## config.mk

```make
export PLATFORM = sky130hd
export DESIGN_NAME = pwm_update_scheduler
export DESIGN_NICKNAME = d
export VERILOG_FILES = /design/src/rtl/PKG_pwm.sv /design/src/rtl/pwm_update_scheduler.sv
export SDC_FILE = /design/constraint.sdc
export NUM_CORES = 1
export LEC_CHECK = 0
export BUFFER_PORTS_ARGS = -buffer_cell sky130_fd_sc_hd__buf_4
export CORE_MARGIN = 1.5
export CORE_UTILIZATION = 35
export DETAILED_ROUTE_END_ITERATION = 7
export HOLD_SLACK_MARGIN = 0.12
export SLEW_MARGIN = 20
export SYNTH_ARGS = -nofsm -noshare
export SYNTH_HDL_FRONTEND = slang
export SYNTH_SLANG_ARGS = --single-unit
```

## constraint.sdc

```tcl
create_clock -name clk -period 2 [get_ports clk]
set_input_delay 0 -clock clk [delete_from_list [all_inputs] [get_ports clk]]
set_output_delay 0 -clock clk [all_outputs]
set_load 0.03 [all_outputs]
```

## src/rtl/PKG_pwm.sv

```systemverilog
// Shared PWM types: carrier enable, update-mode selector, update-scheduler FSM
// states, and the qualifying-event decode used by the scheduler.
package PKG_pwm;

   localparam int PWMCOUNT_WIDTH = 16;

   typedef enum logic {
      PWM_OFF = 1'b0,
      PWM_ON  = 1'b1
   } _pwm_onoff;

   typedef enum logic [1:0] {
      UPD_ZERO      = 2'd0,
      UPD_MAX       = 2'd1,
      UPD_BOTH      = 2'd2,
      UPD_IMMEDIATE = 2'd3
   } _pwm_upd_mode;

   typedef enum logic [1:0] {
      UPD_ST_IDLE  = 2'd0,
      UPD_ST_ARMED = 2'd1,
      UPD_ST_APPLY = 2'd2
   } _pwm_upd_state;

   // One qualifying event per cycle; coincident zero and max collapse into one.
   // Immediate mode never counts events, since it does not wait for the carrier.
   function automatic logic upd_event(input _pwm_upd_mode mode,
                                      input logic cnt_zero,
                                      input logic cnt_max);
      logic evt;
      case (mode)
         UPD_ZERO: evt = cnt_zero;
         UPD_MAX:  evt = cnt_max;
         UPD_BOTH: evt = cnt_zero | cnt_max;
         default:  evt = 1'b0;
      endcase
      return evt;
   endfunction

endpackage

```

## src/rtl/pwm_update_scheduler.sv

```systemverilog
// PWM shadow-register update scheduler. A software commit is armed, waits for
// the (ratio+1)-th qualifying carrier event (or applies at once in immediate
// mode or when the carrier is off), then pulses mask_event for one cycle so
// every shadow register mask takes its new value together.
module pwm_update_scheduler
   import PKG_pwm::*;
#(
   parameter int RATIO_WIDTH = 8
) (
   input  logic                   clk,
   input  logic                   reset,
   input  _pwm_onoff              pwm_onoff,
   input  logic                   cnt_zero,
   input  logic                   cnt_max,
   input  _pwm_upd_mode           upd_mode,
   input  logic [RATIO_WIDTH-1:0] upd_ratio,
   input  logic                   commit_req,
   output logic                   mask_event,
   output logic                   commit_busy,
   output logic                   commit_done,
   output logic                   commit_err
);

   _pwm_upd_state          state;
   _pwm_upd_mode           mode_q;
   logic [RATIO_WIDTH-1:0] ratio_q;
   logic [RATIO_WIDTH-1:0] ratio_cnt;

   logic evt;
   logic ratio_hit;
   logic apply_now;

   // Decode the armed commit's release condition from the latched settings only,
   // so live upd_mode/upd_ratio changes cannot disturb a pending commit.
   always_comb begin
      evt       = upd_event(mode_q, cnt_zero, cnt_max);
      ratio_hit = (ratio_cnt == ratio_q);
      apply_now = (pwm_onoff == PWM_OFF) ||
                  (mode_q == UPD_IMMEDIATE) ||
                  (evt && ratio_hit);
   end

   // Scheduler FSM; outputs are registered from the next state so mask_event
   // and commit_done coincide with the single APPLY cycle.
   always_ff @(posedge clk or posedge reset) begin
      if (reset) begin
         state       <= UPD_ST_IDLE;
         mode_q      <= UPD_ZERO;
         ratio_q     <= '0;
         ratio_cnt   <= '0;
         mask_event  <= 1'b0;
         commit_done <= 1'b0;
         commit_busy <= 1'b0;
      end else begin
         mask_event  <= 1'b0;
         commit_done <= 1'b0;
         case (state)
            UPD_ST_IDLE: begin
               // Events seen in the accepting cycle are deliberately not counted.
               if (commit_req) begin
                  state       <= UPD_ST_ARMED;
                  mode_q      <= upd_mode;
                  ratio_q     <= upd_ratio;
                  ratio_cnt   <= '0;
                  commit_busy <= 1'b1;
               end
            end
            UPD_ST_ARMED: begin
               if (apply_now) begin
                  state       <= UPD_ST_APPLY;
                  mask_event  <= 1'b1;
                  commit_done <= 1'b1;
               end else if (evt && (ratio_cnt < ratio_q)) begin
                  // Saturating count: it can never pass the latched ratio.
                  ratio_cnt <= ratio_cnt + 1'b1;
               end
            end
            UPD_ST_APPLY: begin
               state       <= UPD_ST_IDLE;
               commit_busy <= 1'b0;
            end
            default: begin
               state       <= UPD_ST_IDLE;
               commit_busy <= 1'b0;
            end
         endcase
      end
   end

   // A request while a commit is in flight is rejected and flagged one cycle later.
   always_ff @(posedge clk or posedge reset) begin
      if (reset) commit_err <= 1'b0;
      else       commit_err <= commit_req && (state != UPD_ST_IDLE);
   end

endmodule

```

==> summary.md <==
| Metric | Value |
|---|---|
| Outcome | `completed` |
| Register bit total from synthesis | `23` |
| Reg area | `576 um^2` |
| Synthesized area | `1310 um^2` |
| Most frequent cells after synthesis | `nand2_1, dfrtp_1, inv_1, o21ai_0, ha_1` |
| Avg Inst Size Synth | `9.25 um^2` |
| Area fraction of the dominant cell type after synthesis | `0.438` |
| First-pass GRT wire length | `5680 um` |
| Final setup vio count | `0` |
| Worst path most repeated cell | `buf_4` |
| Crit path buf inv count | `2` |
| Class of the most critical setup path | `reg2reg` |
| Core area | `3630 um^2` |
| Pwr Total | `0.00226 W` |
| TritonRoute pass-1 iters | `4` |
| Avg WL per Cell | `13.5 um` |
| Die Y | `64.3 um` |
| Cell total after placement | `223` |
| Max Freq | `518 MHz` |
| Worst Hold Path EP | `state[1]$_DFFE_PP0P_` |
| Synth area leader | `dfrtp_1` |
| Post-Synthesis Cells | `142` |
| Worst VDD drop | `0.469 mV` |
| Area contributors post-synth | `dfrtp_1, ha_1, nand2_1, o21ai_0, inv_1` |
| Hold Vio Cnt, Final | `0` |
| Worst path slowest cell | `or4_4` |
| Reg-to-Reg Start | `ratio_cnt[1]$_DFFE_PP0P_` |
| Global Route Usage Sum | `0.173` |
| Vias per inst | `5.07` |
| Synth Net Count | `167` |
| Hold path cells | `4` |
| Worst-margin pin slew | `0.872 ns` |
| Hold Crit Start | `cnt_max` |
| Critical Path End Type | `flip-flop` |
| Sequential share of the synthesized area | `0.438` |
| Dpl hpwl | `2480 um` |
| RD Place Congestion | `0.915` |
| Period utilization | `0.966` |
| Routed Antenna Nets | `0` |
| Clock tree buffer depth | `2` |
| Top_reg_cell synth | `dfrtp_1` |
| Yosys cell types | `34` |
| Die Span X | `64.3 um` |
| Ports | `20` |
| Critical path startpoint category | `flip-flop` |
| Root buffer cell | `clkbuf_8` |
| Routed via count | `1237` |
| Relative slew slack | `0.418` |
| Syn. warnings | `0` |
| Initial Util | `0.362` |
| Final Max Slew Viols | `0` |
| Setup_tns | `0 ns` |
| EDFF count, synth | `0` |
| Clock slew seen by the registers of the worst setup and hold paths | `0.08 ns` |
| Area Growth Syn to Fin | `43.4%` |
| Share of layout cells above drive strength 1 | `0.291` |
| CTS buffer count | `3` |
| Vias in the first global route | `1290` |
| DRT iter0 DRCs | `49` |
| Req. time, crit path | `2.15 ns` |
| H-Tree Level Count | `1` |
| Pwr dens | `1200 nW/um^2` |
| Maximum cell stage delay along the critical path | `0.49 ns` |
| Most common cell in the netlist | `nand2_1` |
| Worst EP arrival | `2.08 ns` |
| Core Rows | `22` |
| Clk Latency, worst-skew pair | `0.26 ns` |
| # nets final | `222` |
| CP cell instances | `buf_4 -> buf_4 -> nand3_2 -> or2_1 -> or4_4 -> and3_4 -> a211o_1` |
| I/O Buffers | `19` |
| Largest net degree at the start of global routing | `24` |
| Reg2Reg Setup Slack | `0.07 ns` |
| Leak | `0.862 nW` |
| Fin area | `1880 um^2` |
| Final Skew | `0.00182 ns` |
| Finished Layout Cells | `244` |
| Total die area | `4130 um^2` |
| Initial antenna violation count | `0` |
| Area after DPL | `1640 um^2` |
| Remaining global-route overflow | `0` |
| Worst Path Max Fanout | `4` |
| Multi-input gate area | `724 um^2` |
| DRT Wirelength | `3290 um` |
| Antenna Cells | `0` |
| Reg2reg end | `ratio_cnt[7]$_DFFE_PP0P_` |
| CP top delay family | `simple AND/OR/NAND/NOR gates` |
| Clock Sinks | `23` |
| Filler instances | `359` |
| CTS tree | `yes` |
| Worst r2r path cells | `7` |
| Min-delay worst type | `in2reg` |
| Post-route minimum period | `1.93 ns` |
| Drc violations | `0` |
| Async set or reset register ratio after synthesis | `1.00` |
| Max cap viols | `0` |
==> final cells by class <==
type,instances,share of cell area
sequential,23,0.305
tap,48,0.0319
inverter,13,0.0259
multi-input combinational,103,0.384
clock buffer,4,0.0239
timing repair buffer,53,0.228
==> worst register-to-register path: stages, from the launching register on <==
cell and delay [ns]:
dfrtp_1 0.37, buf_4 0.11, buf_4 0.11, nand3_2 0.08, or2_1 0.24, or4_4 0.49
and3_4 0.19, a211o_1 0.22
==> worst max-delay path by stage <==
stage,startpoint,end,cells past startpoint
CTS,ratio_cnt[1]$_DFFE_PP0P_,ratio_cnt[7]$_DFFE_PP0P_,7
global placement,ratio_cnt[7]$_DFFE_PP0P_,ratio_cnt[0]$_DFFE_PP0P_,7
detailed placement,ratio_cnt[5]$_DFFE_PP0P_,ratio_cnt[0]$_DFFE_PP0P_,7
finish,ratio_cnt[1]$_DFFE_PP0P_,ratio_cnt[7]$_DFFE_PP0P_,7
global route,ratio_cnt[1]$_DFFE_PP0P_,ratio_cnt[7]$_DFFE_PP0P_,7
floorplan,ratio_cnt[4]$_DFFE_PP0P_,ratio_cnt[7]$_DFFE_PP0P_,6
==> state kept, by name, indices dropped and copies added, names as in the netlist <==
name         count
ratio_cnt        8
ratio_q          8
state            2
commit_busy      1
mode_q           2
commit_err       1
commit_done      1
==> stage by stage <==
| stage | utilization | setup WS, ns | hold slack, ns |
|---|---|---|---|
| after floorplan | - | 0.00689 | 0.00192 |
| final | 0.519 | 0.0679 | 0.279 |
| after global routing | 0.519 | -0.00494 | 0.311 |
| after global placement | 0.452 | 0.000545 | 0.193 |
| after detailed placement | 0.452 | -0.0000708 | 0.199 |
| after CTS | 0.513 | 0.0337 | 0.247 |
==> kinds of logic (layout without fill, tap and decap cells) <==
group / after synthesis / in the layout / share of synthesized area
AOI/OAI and AO/OA: 40 / 40 / 0.220
adders and majority gates: 9 / 9 / 0.0857
buffers and inverters: 16 / 70 / 0.0486
DFF: 23 / 23 / 0.438
and+or+nand+nor: 54 / 54 / 0.208
==> cells in the final DEF (no fill, tap or decap), types with 2 or more instances in the layout <==
cell            n
o211ai_1        5
dlygate4sd3_1  13
dfrtp_1        23
a21oi_1         7
nand4_1         5
nor2_1          3
o21a_1          2
nand2_1        25
nor4_1          3
ha_1            7
buf_4          40
clkbuf_8        3
ha_4            2
a31oi_1         5
o21ai_0        10
inv_1          12
nor2b_1         4
nand3_1         4
nor3_1          2
==> routing by layer <==
metal	global-route usage	vias to the layer above	routed length (um)
met5	0	-	0
met4	0.0505	0	50
met3	0.0194	7	140
met2	0.319	35	1670
met1	0.210	573	1430
li1	-	622	-
==> power by group <==
part           leakage (nW)  switching [W]  internal [W]
combinational         0.543       0.000708      0.000532
sequential            0.296      0.0000956      0.000638
clock                0.0228       0.000146      0.000142
total                 0.862       0.000949       0.00131
==> what timing repair did <==
action                                 in CTS  in global routing
endpoints found under the hold margin      37                  0
setup endpoints to repair                   3                  3
setup buffers                               3                  1
hold buffers                               13                  0
resized for setup                           4                  2
cloned                                      0                  0
pin swaps                                   4                  3
Power figures use the tool's default switching activity.
